## src/rtl/csa_resolve.sv

```systemverilog
// Resolves a redundant (sum, carry) pair from the upstream carry-save adder into
// an exact binary result, CHUNK bits per cycle, behind valid/ready handshakes.
module csa_resolve #(
  parameter int WIDTH = 13,
  parameter int CHUNK = 4
) (
  input  logic             clk,
  input  logic             rst,
  input  logic             in_valid,
  output logic             in_ready,
  input  logic [WIDTH-1:0] sum_in,
  input  logic [WIDTH-1:0] carry_in,
  output logic             out_valid,
  input  logic             out_ready,
  output logic [WIDTH+1:0] result
);

  localparam int RW     = WIDTH + 2;
  localparam int NCHUNK = (RW + CHUNK - 1) / CHUNK;
  localparam int KW     = (NCHUNK > 1) ? $clog2(NCHUNK) : 1;
  localparam logic [KW-1:0] K_LAST = KW'(NCHUNK - 1);

  typedef enum logic [1:0] {
    S_IDLE,
    S_BUSY,
    S_DONE
  } state_t;

  state_t          r_state;
  state_t          w_next_state;
  logic [RW-1:0]   r_a;
  logic [RW-1:0]   r_b;
  logic [RW-1:0]   r_result;
  logic [KW-1:0]   r_k;
  logic            r_c;
  logic            r_out_valid;

  logic            w_accept;
  logic            w_last;
  logic [CHUNK-1:0] w_a_chunk;
  logic [CHUNK-1:0] w_b_chunk;
  logic [CHUNK:0]   w_chunk_sum;

  // in_ready depends only on state and out_ready so no comb path from in_valid.
  assign in_ready  = !rst && ((r_state == S_IDLE) || ((r_state == S_DONE) && out_ready));
  assign w_accept  = in_valid && in_ready;
  assign w_last    = (r_k == K_LAST);
  assign out_valid = r_out_valid;
  assign result    = r_result;

  // NOTE: every variable an always_comb block writes gets a default first, so no
  // path through the block leaves it unassigned and no latch is inferred.
  always_comb begin
    w_a_chunk = '0;
    w_b_chunk = '0;
    for (int j = 0; j < CHUNK; j++) begin
      if (int'(r_k) * CHUNK + j < RW) begin
        w_a_chunk[j] = r_a[int'(r_k) * CHUNK + j];
        w_b_chunk[j] = r_b[int'(r_k) * CHUNK + j];
      end
    end
    w_chunk_sum = {1'b0, w_a_chunk} + {1'b0, w_b_chunk} + {{CHUNK{1'b0}}, r_c};
  end

  always_comb begin
    w_next_state = r_state;
    case (r_state)
      S_IDLE: if (in_valid) w_next_state = S_BUSY;
      S_BUSY: if (w_last) w_next_state = S_DONE;
      S_DONE: if (out_ready) w_next_state = in_valid ? S_BUSY : S_IDLE;
      default: w_next_state = S_IDLE;
    endcase
  end

  // NOTE: sequential state uses non-blocking assignments so every register
  // samples the pre-edge values regardless of statement order.
  always_ff @(posedge clk) begin
    if (rst) r_state <= S_IDLE;
    else     r_state <= w_next_state;
  end

  // NOTE: all datapath registers are plain flops, not memories, so resetting
  // them is cheap and gives the defined zero result after reset.
  always_ff @(posedge clk) begin
    if (rst) begin
      r_a         <= '0;
      r_b         <= '0;
      r_result    <= '0;
      r_k         <= '0;
      r_c         <= 1'b0;
      r_out_valid <= 1'b0;
    end else begin
      if (w_accept) begin
        r_a <= RW'(sum_in);
        r_b <= {1'b0, carry_in, 1'b0};
        r_k <= '0;
        r_c <= 1'b0;
      end else if (r_state == S_BUSY) begin
        for (int i = 0; i < RW; i++) begin
          if (i / CHUNK == int'(r_k)) r_result[i] <= w_chunk_sum[i % CHUNK];
        end
        // The final chunk's carry-out cannot be set since the sum fits in RW bits.
        r_c <= w_last ? 1'b0 : w_chunk_sum[CHUNK];
        r_k <= w_last ? '0 : r_k + 1'b1;
      end
      r_out_valid <= (w_next_state == S_DONE);
    end
  end

endmodule

```

## config.mk

```make
export PLATFORM = sky130hd
export DESIGN_NAME = csa_resolve
export DESIGN_NICKNAME = d
export VERILOG_FILES = /design/src/rtl/csa_resolve.sv
export SDC_FILE = /design/constraint.sdc
export NUM_CORES = 1
export LEC_CHECK = 0
export CAP_MARGIN = 0
export CORE_MARGIN = 5
export CORE_UTILIZATION = 45
export DETAILED_ROUTE_END_ITERATION = 16
export GPL_TIMING_DRIVEN = 0
export PLACE_DENSITY = 0.73
export SYNTH_ARGS = -nofsm -noshare
export SYNTH_HDL_FRONTEND = slang
export SYNTH_SLANG_ARGS = --single-unit
```

## constraint.sdc

```tcl
create_clock -name clk -period 2.7 [get_ports clk]
set_input_delay 0.54 -clock clk [delete_from_list [all_inputs] [get_ports clk]]
set_output_delay 0.54 -clock clk [all_outputs]
set_load 0.01 [all_outputs]
```

==> results of run 1 <==
==> worst max-delay path, delay by kind of cell, from the launching register on <==
kind	cells	cell delay, ns
and+or+nand+nor	1	0.10
DFF	1	0.37
adders and majority gates	2	0.59
buffers and inverters	3	0.36
AOI/OAI and AO/OA	2	0.56
muxes	1	0.51
==> flip-flops by register name, summed over array words and instances (netlist names) <==
register   cells
result        15
r_a           13
r_b           13
r_k            2
r_state        2
out_valid      1
r_c            1
==> cell usage in the layout (no fill, tap or decap), types with 2 or more instances in the layout <==
master           count
dfxtp_1             46
clkdlybuf4s50_1     44
a22o_1              22
nor2_1              19
mux2i_1             10
nand2_1              9
a211oi_1             8
ha_1                 7
inv_1                6
buf_2                6
clkbuf_8             6
nor2b_1              5
a21oi_1              4
nand2b_1             4
a22o_2               4
buf_4                3
o21ai_0              3
and3b_1              3
nand4_1              3
o221ai_1             3
mux4_2               2
mux2_2               2
and2b_1              2
buf_6                2
fa_1                 2
==> power by group <==
group	internal, uW	switching [uW]	leakage [uW]	total, uW
sequential	731	23.7	0.000384	754
combinational	128	104	0.000614	232
clock	300	230	0.0000612	529
total	1160	357	0.00106	1520
==> layer usage <==
layer,global-route usage [%],wire (um)
met5,0,0
met4,7.216,78
met3,3.630,158
met2,24.16,2125
met1,20.14,2082
==> timing repair <==
action                                  in CTS  in global routing
resized for setup                            3                  3
hold endpoints to repair                     0                  0
setup buffers                                0                  0
hold buffers                                 0                  0
endpoints found under the setup margin       2                  2
==> worst paths after layout <==
path | end | slack (ns)
max | r_c$_SDFFE_PP0N_ | 0.1
min | r_b[1]$_SDFFE_PP0P_ | 0.48
max reg2reg | r_c$_SDFFE_PP0N_ | 0.1
min reg2reg | r_b[1]$_SDFFE_PP0P_ | 0.48
==> kinds of logic after synthesis <==
group                    after synthesis  synth area share (%)
AND/OR/NAND/NOR                       52                 14.29
AO/OA/AOI/OAI                         50                 19.63
flip-flops                            47                 46.13
buffers and inverters                 19                 5.030
multiplexers                          14                 8.221
adder cells (fa/ha/maj)                9                 6.258
XOR/XNOR                               1                0.4295
==> through the flow <==
step / cells / utilization, %
6_report: 298 / 61.39
5_1_grt: 298 / 61.39
4_1_cts: 298 / 61.24
3_5_place_dp: 290 / 58.50
3_3_place_gp: 290 / 58.50
2_1_floorplan: 192 / -
==> cell type report <==
type | count | share of cell area [%]
plain buffers | 13 | 3.208
clock buffers | 6 | 3.068
clock inverters | 2 | 1.302
inverters | 6 | 0.8368
multi-input cells | 126 | 37.01
flip-flops and latches | 47 | 35.01
well taps | 52 | 2.417
repair buffers | 46 | 17.15
==> summary.md, run 1 <==
| Metric | Value |
|---|---|
| Hold depth | 1 |
| Sequential cell area | roughly 940 sq um |
| Drt wl/cell | 14.92 um |
| Final instance area | roughly 0.0027 sq mm |
| Most frequent cells after synthesis | dfxtp_1, a22o_1, nor2_1 |
| Post-synth EDFFs | 0 |
| Leading area contributor after synthesis | dfxtp_1 |
| Fill cells | roughly 380 |
| Crit-path slowest cell | mux4_2 |
| Die Y | between 70 and 80 um |
| Max cap viols | 0 |
| Largest net degree at the start of global routing | 15 |
| Final Hold Fails | 0 |
| Synth top area share | approximately 46% |
| Top_reg_cell synth | dfxtp_1 |
| Top-count cell post-synth | dfxtp_1 |
| Main area contributors after synthesis | dfxtp_1, a22o_1, mux2i_1, ha_1, nor2_1 |
| Detail Placement HPWL | about 3.3 mm |
| Antenna Cells | 0 |
| Fraction of registers with async set/reset | 0% |
| Crit path DAT | 2.78 ns |
| CTS tree | yes |
| Full die area | 0.005978 sq mm |
| Layout cells sized above 1 | 13.41% |
| R2R depth | 9 |
| DRC viols | 0 |
| Clock sinks | 47 |
| CTS buffer count | 5 |
| Core Box Area | about 0.0044 sq mm |
| Mean Syn Cell Area | ~11 sq um |
| DIE WIDTH | 77.32 um |
| Site row count | 24 |
| 1st-iter DRT viols | around 90 |
| Status | finished, final reports clean |
| Clock-pin slew on the worst setup and hold paths | roughly 0.080 ns |
| GRT Util Overall | about 15% |
| Drt total wl | 4.446 mm |
| Peak supply drop | 284.6 uV |
| Startpoint Class | flop |
| Crit Path Max Fanout | 9 |
| FMAX | just under 400 MHz |
| Synthesis-stage register bit count | between 40 and 50 |
| Worst-Margin Slew | between 0.5 and 0.6 ns |
| IO Pins | 47 |
| Worst Setup SP | r_k[0]$_SDFFE_PP0N_ |
| Fin nets | 284 |
| Power Total | 1516 uW |
| Worst path required time | ~2.9 ns |
| Register area share after synthesis | between 40 and 50% |
| Final worst slack | approximately 0.1 ns |
| RePlAce Congestion | 0.7984 |
| Syn Inst Count | about 190 |
| Crit path time final | 2.601 ns |
| Synth Warn # | 0 |
| Root buffer cell | clkbuf_8 |
| Initial antenna violation count | 0 |
| Multi-input logic area | approximately 1000 sq um |
| Synth Cell Area | slightly above 0.002 sq mm |
| Worst-Skew Late Latency | 0.30 ns |
| Grt total ovfl | 0 |
| Critical path type | reg2reg |
| Clock tree buffer depth | 2 |
| Hold path startpoint | r_b[1]$_SDFFE_PP0P_ |
| Crit path largest cell delay | a little over 0.5 ns |
| Number of setup violations in the final report | 0 |
| RSZ-0062 raised after global routing | true |
| Endpoint class of the critical path | flop |
| Relative max-transition margin | between 60% and 70% |
| Vias in the first global route | around 1500 |
| Vias per cell | 5.279 |
| Leak | about 0.0011 uW |
| Worst Skew | approximately 0.0075 ns |
| Tcrit/Tclk final | a little over nine tenths |
| Pre-CTS setup slack | -0.3075 ns |
| Hold Slack | about 0.48 ns |
| Worst r2r src | r_k[0]$_SDFFE_PP0N_ |
| Syn-to-layout area delta | 31.96% |
| Power Density | ~560 mW/mm^2 |
| Syn nets | roughly 230 |
| First-pass iteration count of the detailed router | 4 |
| Hold WC Path Type | reg2reg |
| Htree depth | 2 |
| Total Negative Setup Slacks | 0 ns |
| I/O Buffers | 46 |
| Final Max Slew Viols | 0 |
| Yosys cell types | 39 |
| First-pass GRT wire length | between 7 and 8 mm |
| Initial Util | 46.52% |
| Final ANT Viol Nets | 0 |
| CP Cell Sequence | clkbuf_4 > mux4_2 > inv_1 > fa_1 > inv_1 > fa_1 > a21o_1 > a2111oi_0 > nor4b_1 |
| Via count | roughly 1600 |
| Placed instance area | 0.002565 sq mm |
Note: power is estimated with default switching activity, not from simulation.
==> run 2, diff against run 1 <==
--- a/config.mk
+++ b/config.mk
@@ -8,6 +8,7 @@
 export CAP_MARGIN = 0
 export CORE_MARGIN = 5
 export CORE_UTILIZATION = 45
+export CTS_CLUSTER_SIZE = 28
 export DETAILED_ROUTE_END_ITERATION = 16
 export GPL_TIMING_DRIVEN = 0
 export PLACE_DENSITY = 0.73
==> results of run 2 <==
The final DEF is identical to that of run 1; final timing and power are the same.
